[src/rtl/apb4_master_pkg.sv]
// Shared types and helpers for the APB4 requester: FSM state encoding,
// default protection value and strobe-width helper.
package apb4_master_pkg;

    typedef enum logic [1:0] {
        ST_IDLE   = 2'd0,
        ST_SETUP  = 2'd1,
        ST_ACCESS = 2'd2,
        ST_RESP   = 2'd3
    } state_e;

    localparam logic [2:0] PROT_DEFAULT = 3'b000;

    function automatic int unsigned strb_width(input int unsigned data_width);
        return data_width / 32'd8;
    endfunction

endpackage

[src/rtl/apb4_wait_cnt.sv]
// Saturating wait-state counter with clear/enable and a limit compare.
// A LIMIT of 0 disables expiry; usable by any bus requester needing an access timeout.
module apb4_wait_cnt #(
    parameter int unsigned LIMIT = 256
) (
    input  logic clk_i,
    input  logic rst_i,
    input  logic clr_i,
    input  logic en_i,
    output logic expired_o
);
    localparam int unsigned CW     = $clog2(LIMIT) + 1;
    localparam logic        TO_EN  = (LIMIT != 32'd0);
    localparam logic [CW-1:0] LAST = TO_EN ? CW'(LIMIT - 32'd1) : {CW{1'b0}};
    localparam logic [CW-1:0] MAX  = {CW{1'b1}};

    logic [CW-1:0] cnt_q;
    logic [CW-1:0] cnt_d;

    // Next count: clear has priority, increment stops at all-ones so it never wraps
    always_comb begin
        cnt_d = cnt_q;
        if (clr_i) begin
            cnt_d = {CW{1'b0}};
        end else if (en_i && (cnt_q != MAX)) begin
            cnt_d = cnt_q + CW'(1'b1);
        end else begin
            cnt_d = cnt_q;
        end
    end

    // Count register with synchronous reset
    always_ff @(posedge clk_i) begin
        if (rst_i) begin
            cnt_q <= {CW{1'b0}};
        end else begin
            cnt_q <= cnt_d;
        end
    end

    assign expired_o = TO_EN && (cnt_q >= LAST);

endmodule

[src/rtl/apb4_master.sv]
// APB4 requester: bridges a valid/ready command/response port onto an APB4 bus,
// one transfer outstanding, with wait states, slave-error capture and access timeout.
module apb4_master
    import apb4_master_pkg::*;
#(
    parameter int unsigned ADDR_WIDTH = 32,
    parameter int unsigned DATA_WIDTH = 32,
    parameter int unsigned TIMEOUT    = 256
) (
    input  logic                              hclk,
    input  logic                              hrst,
    input  logic                              req_valid,
    output logic                              req_ready,
    input  logic [ADDR_WIDTH-1:0]             req_addr,
    input  logic                              req_write,
    input  logic [DATA_WIDTH-1:0]             req_wdata,
    input  logic [strb_width(DATA_WIDTH)-1:0] req_strb,
    input  logic [2:0]                        req_prot,
    output logic                              rsp_valid,
    input  logic                              rsp_ready,
    output logic [DATA_WIDTH-1:0]             rsp_rdata,
    output logic                              rsp_err,
    output logic                              rsp_timeout,
    output logic [ADDR_WIDTH-1:0]             paddr,
    output logic [2:0]                        pprot,
    output logic                              psel,
    output logic                              penable,
    output logic                              pwrite,
    output logic [DATA_WIDTH-1:0]             pwdata,
    output logic [strb_width(DATA_WIDTH)-1:0] pstrb,
    input  logic                              pready,
    input  logic [DATA_WIDTH-1:0]             prdata,
    input  logic                              pslerr
);
    localparam int unsigned SW = strb_width(DATA_WIDTH);

    state_e                state_q, state_d;
    logic                  req_ready_q, req_ready_d;
    logic                  psel_q, psel_d;
    logic                  penable_q, penable_d;
    logic                  pwrite_q, pwrite_d;
    logic [ADDR_WIDTH-1:0] paddr_q, paddr_d;
    logic [DATA_WIDTH-1:0] pwdata_q, pwdata_d;
    logic [SW-1:0]         pstrb_q, pstrb_d;
    logic [2:0]            pprot_q, pprot_d;
    logic                  rsp_valid_q, rsp_valid_d;
    logic [DATA_WIDTH-1:0] rsp_rdata_q, rsp_rdata_d;
    logic                  rsp_err_q, rsp_err_d;
    logic                  rsp_timeout_q, rsp_timeout_d;

    logic accept_s;
    logic wait_en_s;
    logic wait_expired_s;

    // req_ready_q also gates acceptance so nothing is taken in the cycle right after reset
    assign accept_s  = (state_q == ST_IDLE) && req_ready_q && req_valid;
    assign wait_en_s = (state_q == ST_ACCESS) && !pready;

    apb4_wait_cnt #(
        .LIMIT (TIMEOUT)
    ) u_wait_cnt (
        .clk_i     (hclk),
        .rst_i     (hrst),
        .clr_i     (accept_s),
        .en_i      (wait_en_s),
        .expired_o (wait_expired_s)
    );

    // Next-state and next-output logic; outputs are derived from the next state so they stay registered
    always_comb begin
        state_d       = state_q;
        paddr_d       = paddr_q;
        pwrite_d      = pwrite_q;
        pwdata_d      = pwdata_q;
        pstrb_d       = pstrb_q;
        pprot_d       = pprot_q;
        rsp_rdata_d   = rsp_rdata_q;
        rsp_err_d     = rsp_err_q;
        rsp_timeout_d = rsp_timeout_q;

        case (state_q)
            ST_IDLE: begin
                if (accept_s) begin
                    state_d  = ST_SETUP;
                    paddr_d  = req_addr;
                    pwrite_d = req_write;
                    pwdata_d = req_wdata;
                    pstrb_d  = req_write ? req_strb : {SW{1'b0}};
                    pprot_d  = req_prot;
                end else begin
                    state_d = ST_IDLE;
                end
            end
            ST_SETUP: begin
                state_d = ST_ACCESS;
            end
            ST_ACCESS: begin
                // pready takes priority over a timeout expiring in the same cycle
                if (pready) begin
                    state_d       = ST_RESP;
                    rsp_rdata_d   = pwrite_q ? {DATA_WIDTH{1'b0}} : prdata;
                    rsp_err_d     = pslerr;
                    rsp_timeout_d = 1'b0;
                end else if (wait_expired_s) begin
                    state_d       = ST_RESP;
                    rsp_rdata_d   = {DATA_WIDTH{1'b0}};
                    rsp_err_d     = 1'b1;
                    rsp_timeout_d = 1'b1;
                end else begin
                    state_d = ST_ACCESS;
                end
            end
            ST_RESP: begin
                if (rsp_ready) begin
                    state_d = ST_IDLE;
                end else begin
                    state_d = ST_RESP;
                end
            end
            default: begin
                state_d = ST_IDLE;
            end
        endcase

        req_ready_d = (state_d == ST_IDLE);
        psel_d      = (state_d == ST_SETUP) || (state_d == ST_ACCESS);
        penable_d   = (state_d == ST_ACCESS);
        rsp_valid_d = (state_d == ST_RESP);
    end

    // FSM state register
    always_ff @(posedge hclk) begin
        if (hrst) begin
            state_q <= ST_IDLE;
        end else begin
            state_q <= state_d;
        end
    end

    // Registered bus and response outputs
    always_ff @(posedge hclk) begin
        if (hrst) begin
            req_ready_q   <= 1'b0;
            psel_q        <= 1'b0;
            penable_q     <= 1'b0;
            pwrite_q      <= 1'b0;
            paddr_q       <= {ADDR_WIDTH{1'b0}};
            pwdata_q      <= {DATA_WIDTH{1'b0}};
            pstrb_q       <= {SW{1'b0}};
            pprot_q       <= PROT_DEFAULT;
            rsp_valid_q   <= 1'b0;
            rsp_rdata_q   <= {DATA_WIDTH{1'b0}};
            rsp_err_q     <= 1'b0;
            rsp_timeout_q <= 1'b0;
        end else begin
            req_ready_q   <= req_ready_d;
            psel_q        <= psel_d;
            penable_q     <= penable_d;
            pwrite_q      <= pwrite_d;
            paddr_q       <= paddr_d;
            pwdata_q      <= pwdata_d;
            pstrb_q       <= pstrb_d;
            pprot_q       <= pprot_d;
            rsp_valid_q   <= rsp_valid_d;
            rsp_rdata_q   <= rsp_rdata_d;
            rsp_err_q     <= rsp_err_d;
            rsp_timeout_q <= rsp_timeout_d;
        end
    end

    assign req_ready   = req_ready_q;
    assign psel        = psel_q;
    assign penable     = penable_q;
    assign pwrite      = pwrite_q;
    assign paddr       = paddr_q;
    assign pwdata      = pwdata_q;
    assign pstrb       = pstrb_q;
    assign pprot       = pprot_q;
    assign rsp_valid   = rsp_valid_q;
    assign rsp_rdata   = rsp_rdata_q;
    assign rsp_err     = rsp_err_q;
    assign rsp_timeout = rsp_timeout_q;

endmodule
[config.mk]
export PLATFORM = sky130hd
export DESIGN_NAME = apb4_master
export DESIGN_NICKNAME = d
export VERILOG_FILES = /design/src/rtl/apb4_master_pkg.sv /design/src/rtl/apb4_wait_cnt.sv /design/src/rtl/apb4_master.sv
export SDC_FILE = /design/constraint.sdc
export NUM_CORES = 1
export LEC_CHECK = 0
export ABC_AREA = 0
export CELL_PAD_IN_SITES_DETAIL_PLACEMENT = 1
export CELL_PAD_IN_SITES_GLOBAL_PLACEMENT = 2
export CORE_ASPECT_RATIO = 1.2
export CORE_UTILIZATION = 20
export DETAILED_ROUTE_END_ITERATION = 12
export GPL_TIMING_DRIVEN = 1
export PLACE_DENSITY_LB_ADDON = 0.1
export SYNTH_ARGS = -nofsm -noshare
export SYNTH_HDL_FRONTEND = slang
export SYNTH_SLANG_ARGS = --single-unit
[constraint.sdc]
create_clock -name hclk -period 2.2 [get_ports hclk]
set_input_delay 0.33 -clock hclk [delete_from_list [all_inputs] [get_ports hclk]]
set_output_delay 0.33 -clock hclk [all_outputs]
set_load 0.01 [all_outputs]
# After elaboration in Yosys (flattened, before gate mapping)

Index checks and enable logic that the tools add are counted.

Bitwise logic cells: 0
Equal/unequal tests: 7
$mul: 0
Muxes and demuxes: 12
Add/subtract/negate cells: 1
Magnitude comparators: 1
Reductions and logical operators: 12
Shift operators: 0
Div/mod/pow operators: 0

Operators with widths:

| kind                                                                                | count |
|---|---|
| 32-bit 2-to-1 mux                                                                   | 3 |
| 9-bit by 1-bit adder with 9-bit output, second input constant                       | 1 |
| 9-bit by 8-bit greater-or-equal comparator with 1-bit output, second input constant | 1 |
| 9-bit inequality test, second input constant                                        | 1 |
| 2-bit == test, second input constant                                                | 4 |
| 2-bit case mux with 4 select lines                                                  | 1 |
| 1-bit 2-to-1 mux                                                                    | 6 |
| 2-bit by 1-bit == test with 1-bit output, second input constant                     | 2 |
| 1-bit logical AND                                                                   | 4 |
| 2-bit logical NOT                                                                   | 2 |
| 4-bit 2-to-1 mux                                                                    | 1 |
| 2-bit AND reduction                                                                 | 2 |
| 2-bit 2-to-1 mux                                                                    | 1 |
| 2-bit nonzero test                                                                  | 1 |
| 2-bit OR reduction                                                                  | 1 |
| 1-bit logical NOT                                                                   | 1 |
| 1-bit logical OR                                                                    | 1 |

Logic and storage cells: 47
Memories kept: 0
Input port bits: 110
Bits in latches: 0
Output and inout port bits: 110
Memory bits (writable): 0
ROM bits: 0
Flip-flop bits (word level): 121

# Logic depth before layout (Yosys ltp)

Gate-level depths: netlist (run 1).

Depth after elaboration: 7
Gate-level depth with buffers: 9

# By module

From an unflattened synthesis (run 1), not the netlist that was laid out.

Cell total of the unflattened synthesis: 551
Area total of the unflattened synthesis: 4645.7 µm²

By module, submodules not included:

| module        | area an instance (µm²) | times used | cells each |
|---|---|---|---|
| apb4_master   | 4186.5                 | 1          | 496 |
| apb4_wait_cnt | 459.2                  | 1          | 55 |

# Least setup slack after synthesis (run 1)

OpenSTA, ideal clock, no wires.

Path kind: register to register
Start: register u_wait_cnt.cnt_q[4]
End: register psel_q, in the netlist psel
Library setup time: 0.128 ns
Slack: -0.177 ns
Period minus slack after synthesis: 2.377 ns
Arrival: 2.249 ns
Stages on the path, launching flop included: 10
Cells stage by stage: dfxtp_1 > nand4_1 > clkbuf_1 > nor3_1 > ha_1 > nor3_1 > o221a_2 > and2_1 > ha_1 > nor2b_1

Cells in the longest elaborated chain, start to end: 6
Elaborated cells between the ends (all ways): 7
Classes of those cells: order compare (1); eq/ne (2); mux (3); reduce/logical (1)

Ends and longest elaborated chain:

| item                                                                      | line                | source |
|---|---|---|
| start: declaration                                                        | apb4_wait_cnt.sv:17 | `logic [CW-1:0] cnt_q;` |
| start signal: assignment                                                  | apb4_wait_cnt.sv:35 | `cnt_q <= {CW{1'b0}};` |
| start signal: assignment                                                  | apb4_wait_cnt.sv:37 | `cnt_q <= cnt_d;` |
| 9-bit by 8-bit greater-or-equal comparator with 1-bit output (*)          | apb4_wait_cnt.sv:41 | `assign expired_o = TO_EN && (cnt_q >= LAST);` |
| 1-bit 2-to-1 mux (*)                                                      | apb4_master.sv:104  | `end else if (wait_expired_s) begin` |
| 1-bit 2-to-1 mux (*)                                                      | apb4_master.sv:99   | `if (pready) begin` |
| 2-bit case mux with 4 select lines (*)                                    | apb4_master.sv:81   | `case (state_q)` |
| 2-bit by 1-bit == test with 1-bit output or 2-bit == test (tied branches) | apb4_master.sv:126  | `psel_d = (state_d == ST_SETUP) \|\| (state_d == ST_ACCESS);` |
| 1-bit logical OR (*)                                                      | apb4_master.sv:126  |  |
| via psel_d                                                                | apb4_master.sv:39   | `logic psel_q, psel_d;` |
| end signal: assignment                                                    | apb4_master.sv:157  | `psel_q <= psel_d;` |
| end: declaration                                                          | apb4_master.sv:39   |  |

The timed path passes the listed nets; every way through them passes the cells marked *.
A chain may end at the register's enable or synchronous reset.

# Worst setup path in the final report (run 1)

Start: register u_wait_cnt.cnt_q[1]
End: register u_wait_cnt.cnt_q[5]

Cells in the longest elaborated chain, start to end: 2
Elaborated cells between the ends (all ways): 3
Classes of those cells: add/sub (1); eq/ne (1); reduce/logical (1)

Ends and longest elaborated chain:

| item |
|---|
| branches (longest 2 deep; another with 9-bit by 1-bit adder with 9-bit output) |

Several ways; the timed one is not identified.

==> results of run 1 <==
[Yosys cell counts, types with 2 or more instances]
library cell,n,area share
nand3_1,9,0.0092
o21ai_0,3,0.0031
o31ai_1,2,0.0031
dfxtp_1,121,0.49
o311ai_0,32,0.057
or4_1,3,0.0046
nand2_1,179,0.14
clkbuf_1,49,0.038
or3_1,2,0.0026
nor2_1,4,0.0031
buf_1,4,0.0031
a32oi_1,32,0.057
nor3_1,3,0.0031
o31a_1,2,0.0036
ha_1,6,0.015
nor2b_1,36,0.046
a21oi_1,80,0.082
inv_1,9,0.0069
[layer usage]
| layer | up-vias | share of wire | GRT usage |
|---|---|---|---|
| met4 | 0 | 0.020 | 0.0649 |
| met1 | 2506 | 0.42 | 0.182 |
| met5 | - | 0 | 0 |
| met3 | 26 | 0.077 | 0.0539 |
| li1 | 2500 | - | - |
| met2 | 163 | 0.48 | 0.257 |
[power groups by stage]
stage | clock network, W | registers, W | logic (W)
floorplan | 0 | 0.00250 | 0.000333
global placement | 0 | 0.00244 | 0.00100
detailed placement | 0 | 0.00245 | 0.00102
CTS | 0.00328 | 0.00240 | 0.00102
global route | 0.00340 | 0.00242 | 0.00110
finish | 0.00319 | 0.00240 | 0.00100
[worst max-delay path: cells and delay by family, from the launching register on]
family,cells,cell delay (ns)
and+or+nand+nor,4,1.17
adders and majority gates,2,0.39
DFF,1,0.33
AOI/OAI and AO/OA,1,0.16
[area by class of cell]
type                    instances  area share
clock buffers                  19      0.0549
clock inverters                13      0.0261
inverters                       9     0.00410
multi-input cells             411       0.283
flip-flops and latches        121       0.294
well taps                     320      0.0485
repair buffers                242       0.289
[cell families after synthesis]
logic type	Yosys count	synth area share
xor+xnor	1	0.00179
buf+inv	63	0.0485
compound gates	156	0.216
mux	1	0.00204
fa+ha+maj	6	0.0153
simple gates	246	0.222
flops	121	0.494
[registers in the layout (all words and copies together), names as in the netlist]
register,count
rsp_rdata,32
pwrite,1
psel,1
u_wait_cnt.cnt_q,9
rsp_valid,1
pwdata,32
pstrb,4
penable,1
pprot,3
rsp_timeout,1
paddr,32
rsp_err,1
req_ready,1
state_q,2
[stage by stage]
step | total power, W | hold slack, ns | instance area [um^2] | worst slack (ns) | util
floorplan | 0.00283 | 0.452 | 4920 | -0.0169 | -
detailed placement | 0.00346 | 0.446 | 7520 | -0.0440 | 0.314
global route | 0.00691 | 0.415 | 8250 | 0.00730 | 0.344
finish | 0.00659 | 0.403 | 8250 | 0.0777 | 0.344
CTS | 0.00671 | 0.393 | 8190 | 0.0548 | 0.342
global placement | 0.00344 | 0.440 | 7520 | 0.0452 | 0.314
[repair_timing]
| item | 4_1_cts | 5_1_grt |
|---|---|---|
| cloned | 0 | 1 |
| gates resized for setup | 1 | 14 |
| setup endpoints to repair | 3 | 4 |
| pin swaps | 0 | 3 |
[path summary, 6_finish.rpt]
path / endpoint / slack [ns] / cells after the start
min reg2reg: pwdata[10] / 0.45 / 2
min: pwdata[19] / 0.40 / 2
max reg2reg: u_wait_cnt.cnt_q[5] / 0.08 / 7
max: u_wait_cnt.cnt_q[5] / 0.08 / 7
==> impl_results.md, run 1 <==
- Syn Inst Count: slightly below 600
- Post-route DRC: 0
- Post-CTS Setup Inserts: 0
- Count of different cell masters after synthesis: 36
- Arr. time, crit path: roughly 2.5 ns
- Internal Pwr Total: 0.00494 W
- Max cap viols: 0
- CP Data Required Time: between 2 and 3 ns
- Vias per std cell: 4.58
- Share of layout cells above drive strength 1: 0.0957
- NetSw: 0.00166 W
- Port Buffers: approximately 220
- Max-slew headroom: 0.653
- Grt ovf: 0
- Clock tree buffer depth: 2
- TritonCTS buffer count: 17
- EDFF count, synth: 0
- CTS tree: done
- Crit start category: flop
- Initial DRC Count: 172
- Slowest CP cell: or4b_4
- Most common cell after layout, fill and taps aside: clkdlybuf4s50_1
- Pin count of the biggest net entering global routing: 68
- HP Class: in -> reg
- Fin crit period: 2.12 ns
- Area Overhead vs Synth: 68.4%
- Worst path cell trace: ha_2, nand2_2, nor3_4, ha_2, or4b_4, or4_4, a21oi_2
- Vias after detailed routing: 5195
- Endpoint type of the worst setup path: flop
- ANT nets after route: 0
- Reg power frac: 0.364
- Async SR Flop Fraction: 0
- H-tree depth: 4
- Placer Congestion: 0.718
- Initial Util: 0.204
- Footprint of the multi-input gates: ~0.0023 mm^2
- HP Start: hrst
- Fin. Hold Viols: 0
- Yosys warns: 0
- Initial antenna violation count: 0
- Sw Ratio: 0.251
- Filler cells: 2750
- Final Setup Violations: 0
- Antenna diodes: 0
- Sequential cell area fraction in the yosys report: 0.494
- FF/Latch Area: approximately 0.0024 mm^2
- RSZ-0062 raised after global routing: no
- Worst Setup SP: u_wait_cnt.cnt_q[1]
- Most frequent cells in the layout: 218 x clkdlybuf4s50_1, 178 x nand2_1, 119 x dfxtp_1
- Worst Tran Pin Value: between 0.5 and 0.6 ns
- Syn Nets: 710
- First-pass DRT Iterations: 4
- Crit share post-route: 0.965
- Status: finished clean
- Clock latency on the worst-skew pair: 0.42 ns
- Cell Pwr Density: roughly 800 mW/mm^2
- DIE WIDTH: 145 um
- Crit path largest cell delay: approximately 0.58 ns
- Full die area: 0.0251 mm^2
- Vias in the first global route: ~5600
- Chip Height: 173 um
- Rows: 62
- Finished Layout Cells: 1135
- Post-route setup TNS: 0 ns
- Flops & latches, synth: between 100 and 150
- Crit path max fanout: 5
- Post-CTS Hold Buffers: 0
- Final #Nets: 918
- Synthesized area: slightly below 0.005 mm^2
- Dpl hpwl: ~13 mm
- Post-Synthesis Mean Instance Area: slightly above 8 um^2
- Avg WL per Cell: ~17 um
- R2r startpoint: u_wait_cnt.cnt_q[1]
- Skew final: 0.00905 ns
- Most frequent CP cell: ha_2
- Leakage power: 2.96 nW
- Clk slew on worst S/H paths: 0.06 ns
- Clock power frac: 0.484
- Clk root buf: clkbuf_16
- Peak Freq: roughly 470 MHz
- Ys flop type: dfxtp_1
- Critical path class: reg -> reg
- Combinational share of power: 0.152
- Io pins: 220
- Core ar.: 0.0240 mm^2
- WL final: around 19 mm
- Fin. max-slew vios: 0
- GRT Util Overall: 0.156
- First-pass GRT wire length: around 30 mm
- VDD IR max: about 0.51 mV
- # placed instances: approximately 1100
- Clock sinks: around 120
No activity file was read; power rests on OpenSTA's default activity.
==> run 2: changes to the inputs <==
--- a/config.mk
+++ b/config.mk
@@ -12,7 +12,7 @@
 export CORE_UTILIZATION = 20
 export DETAILED_ROUTE_END_ITERATION = 12
 export GPL_TIMING_DRIVEN = 1
-export PLACE_DENSITY_LB_ADDON = 0.1
+export PLACE_DENSITY = 0.79
 export SYNTH_ARGS = -nofsm -noshare
 export SYNTH_HDL_FRONTEND = slang
 export SYNTH_SLANG_ARGS = --single-unit
==> run 2 against run 1 <==
Register-to-register slack barely moved; worst hold slack got worse by 0.18 ns; sequential share of layout area increased by 0.20 points; worst setup slack improved by 0.010 ns; non-clock buffer count up 3; critical path type unchanged; critical endpoint is now u_wait_cnt.cnt_q[2].
==> impl_results.md, run 2 (synthesis gave the netlist of run 1 again) <==
- Status: finished clean
- Port Buffers: approximately 220
- Grt ovf: 0
- Worst R2R Path Depth: 8
- Io pins: 220
- Fin crit period: 2.11 ns
- Arr. time, crit path: about 2.5 ns
- Avg WL per Cell: ~16 um
- Full die area: 0.0251 mm^2
- Core ar.: ~0.024 mm^2
- First-pass GRT wire length: around 29 mm
- Vias in the first global route: 5300
- Antenna diodes: 0
- Share of layout cells above drive strength 1: 0.0869
- HP Start: hrst
- Crit path max fanout: 6
- Pin count of the biggest net entering global routing: 54
- GRT Util Overall: 0.149
- DIE WIDTH: roughly 140 um
- Vias after detailed routing: between 5000 and 6000
- Clk root buf: clkbuf_16
- Filler cells: about 2700
- Area Overhead vs Synth: 67.2%
- Footprint of the multi-input gates: ~0.0023 mm^2
- Worst Tran Pin Value: slightly below 0.5 ns
- CTS tree: done
- First-pass DRT Iterations: 4
- Placer Congestion: around 0.7
- Clock tree buffer depth: 2
- RSZ-0062 raised after global routing: yes
- Worst reg2reg path endpoint: u_wait_cnt.cnt_q[2]
- Post-CTS Hold Buffers: 0
- TritonCTS buffer count: 17
- Peak Freq: 473 MHz
- Most frequent cells in the layout: 218 x clkdlybuf4s50_1, 178 x nand2_1, 120 x dfxtp_1
- Critical path class: reg -> reg
- Hold path cells: 2
- ANT nets after route: 0
- Clock sinks: 121
- CP Data Required Time: 2.54 ns
- Endpoint type of the worst setup path: flop
- Initial antenna violation count: 0
- Register-to-register setup slack: 0.09 ns
- Final Setup Violations: 0
- Cell Pwr Density: roughly 780 mW/mm^2
- H-tree depth: 4
- VDD IR max: 0.486 mV
- Dpl hpwl: ~12 mm
- Clk slew on worst S/H paths: around 0.060 ns
- Hold Path End: penable
- Post-route DRC: 0
- Max-slew headroom: 0.674
- Fin. Hold Viols: 0
- Vias per std cell: 4.54
- Chip Height: 173 um
- Initial Util: 0.204
- Most common cell after layout, fill and taps aside: clkdlybuf4s50_1
- Post-route setup slack: 0.0880 ns
- Leakage power: 2.94 nW
- Pre-CTS worst setup slack: between 0.01 and 0.015 ns
- Clock latency on the worst-skew pair: 0.41 ns
- Initial DRC Count: approximately 140
- Fin. max-slew vios: 0
- Post-route setup TNS: 0 ns
- Crit start category: flop
- Crit share post-route: 0.960
- Max cap viols: 0
- WL final: about 18 mm
- HP Class: in -> reg
- FF/Latch Area: between 0.002 and 0.0025 mm^2
- Skew final: 0.00805 ns
- Rows: 62
- R2r startpoint: u_wait_cnt.cnt_q[1]
- Final #Nets: a little over 900
run 2: changes by cell type in the layout (fill, tap and decap cells not counted), sizes merged:
cell    before  now
clkinv       1    5
bufinv       5    4
clkbuf      19   17
or4b         2    1
buf         24   27
inv         12   11
run 2: worst max path at each step:
stage | from | end | slack, ns
3_3_place_gp | u_wait_cnt.cnt_q[1] | u_wait_cnt.cnt_q[2] | 0.06
4_1_cts | u_wait_cnt.cnt_q[5] | psel | 0.03
2_1_floorplan | u_wait_cnt.cnt_q[3] | u_wait_cnt.cnt_q[6] | -0.02
5_1_grt | u_wait_cnt.cnt_q[5] | psel | -0.009
6_report | u_wait_cnt.cnt_q[1] | u_wait_cnt.cnt_q[2] | 0.09
3_5_place_dp | u_wait_cnt.cnt_q[1] | u_wait_cnt.cnt_q[2] | 0.01
run 2: cell type report:
| cell class | count | area share |
|---|---|---|
| Timing Repair Buffer | 245 | 0.296 |
| Clock buffer | 17 | 0.0519 |
| Tap cell | 320 | 0.0489 |
| Sequential cell | 121 | 0.296 |
| Multi-Input combinational cell | 410 | 0.278 |
| Inverter | 9 | 0.00412 |
| Clock inverter | 15 | 0.0244 |
run 2: power by group:
| part | total, W | switching [W] | internal [W] |
|---|---|---|---|
| sequential | 0.00240 | 0.0000723 | 0.00233 |
| clock | 0.00301 | 0.00111 | 0.00190 |
| combinational | 0.00101 | 0.000468 | 0.000539 |
| total | 0.00641 | 0.00165 | 0.00476 |
run 2: what timing repair did:
item | 4_1_cts | 5_1_grt
cloned | 0 | 0
buffers inserted | 0 | 0
pin swaps | 0 | 1
endpoints found under the setup margin | 1 | 2
gates resized for setup | 1 | 5
run 2: layer usage:
metal  vias up  wire [um]  track usage
met5         -          0            0
met3        11       1740       0.0677
met2       170       8840        0.246
met1      2488       7660        0.172
met4         0        149       0.0377
li1       2496          -            -
run 2: critical path: stages, from the launching register on:
cell and delay [ns]:
dfxtp_2 0.33, ha_2 0.18, nand2_2 0.08, nor3_2 0.05, ha_1 0.19, or4b_4 0.59
buf_4 0.17, or3_1 0.32, a21oi_2 0.14
run 2: through the flow:
| step | power [W] | std cells | hold slack (ns) | area [um^2] | util |
|---|---|---|---|---|---|
| after global placement | 0.00346 | 1105 | 0.438 | 7550 | 0.315 |
| final | 0.00641 | 1137 | 0.228 | 8190 | 0.342 |
| after CTS | 0.00654 | 1137 | 0.210 | 8180 | 0.341 |
| after floorplan | 0.00283 | 594 | 0.452 | 4920 | - |
| after detailed placement | 0.00347 | 1105 | 0.449 | 7550 | 0.315 |
| after global routing | 0.00672 | 1137 | 0.219 | 8190 | 0.342 |
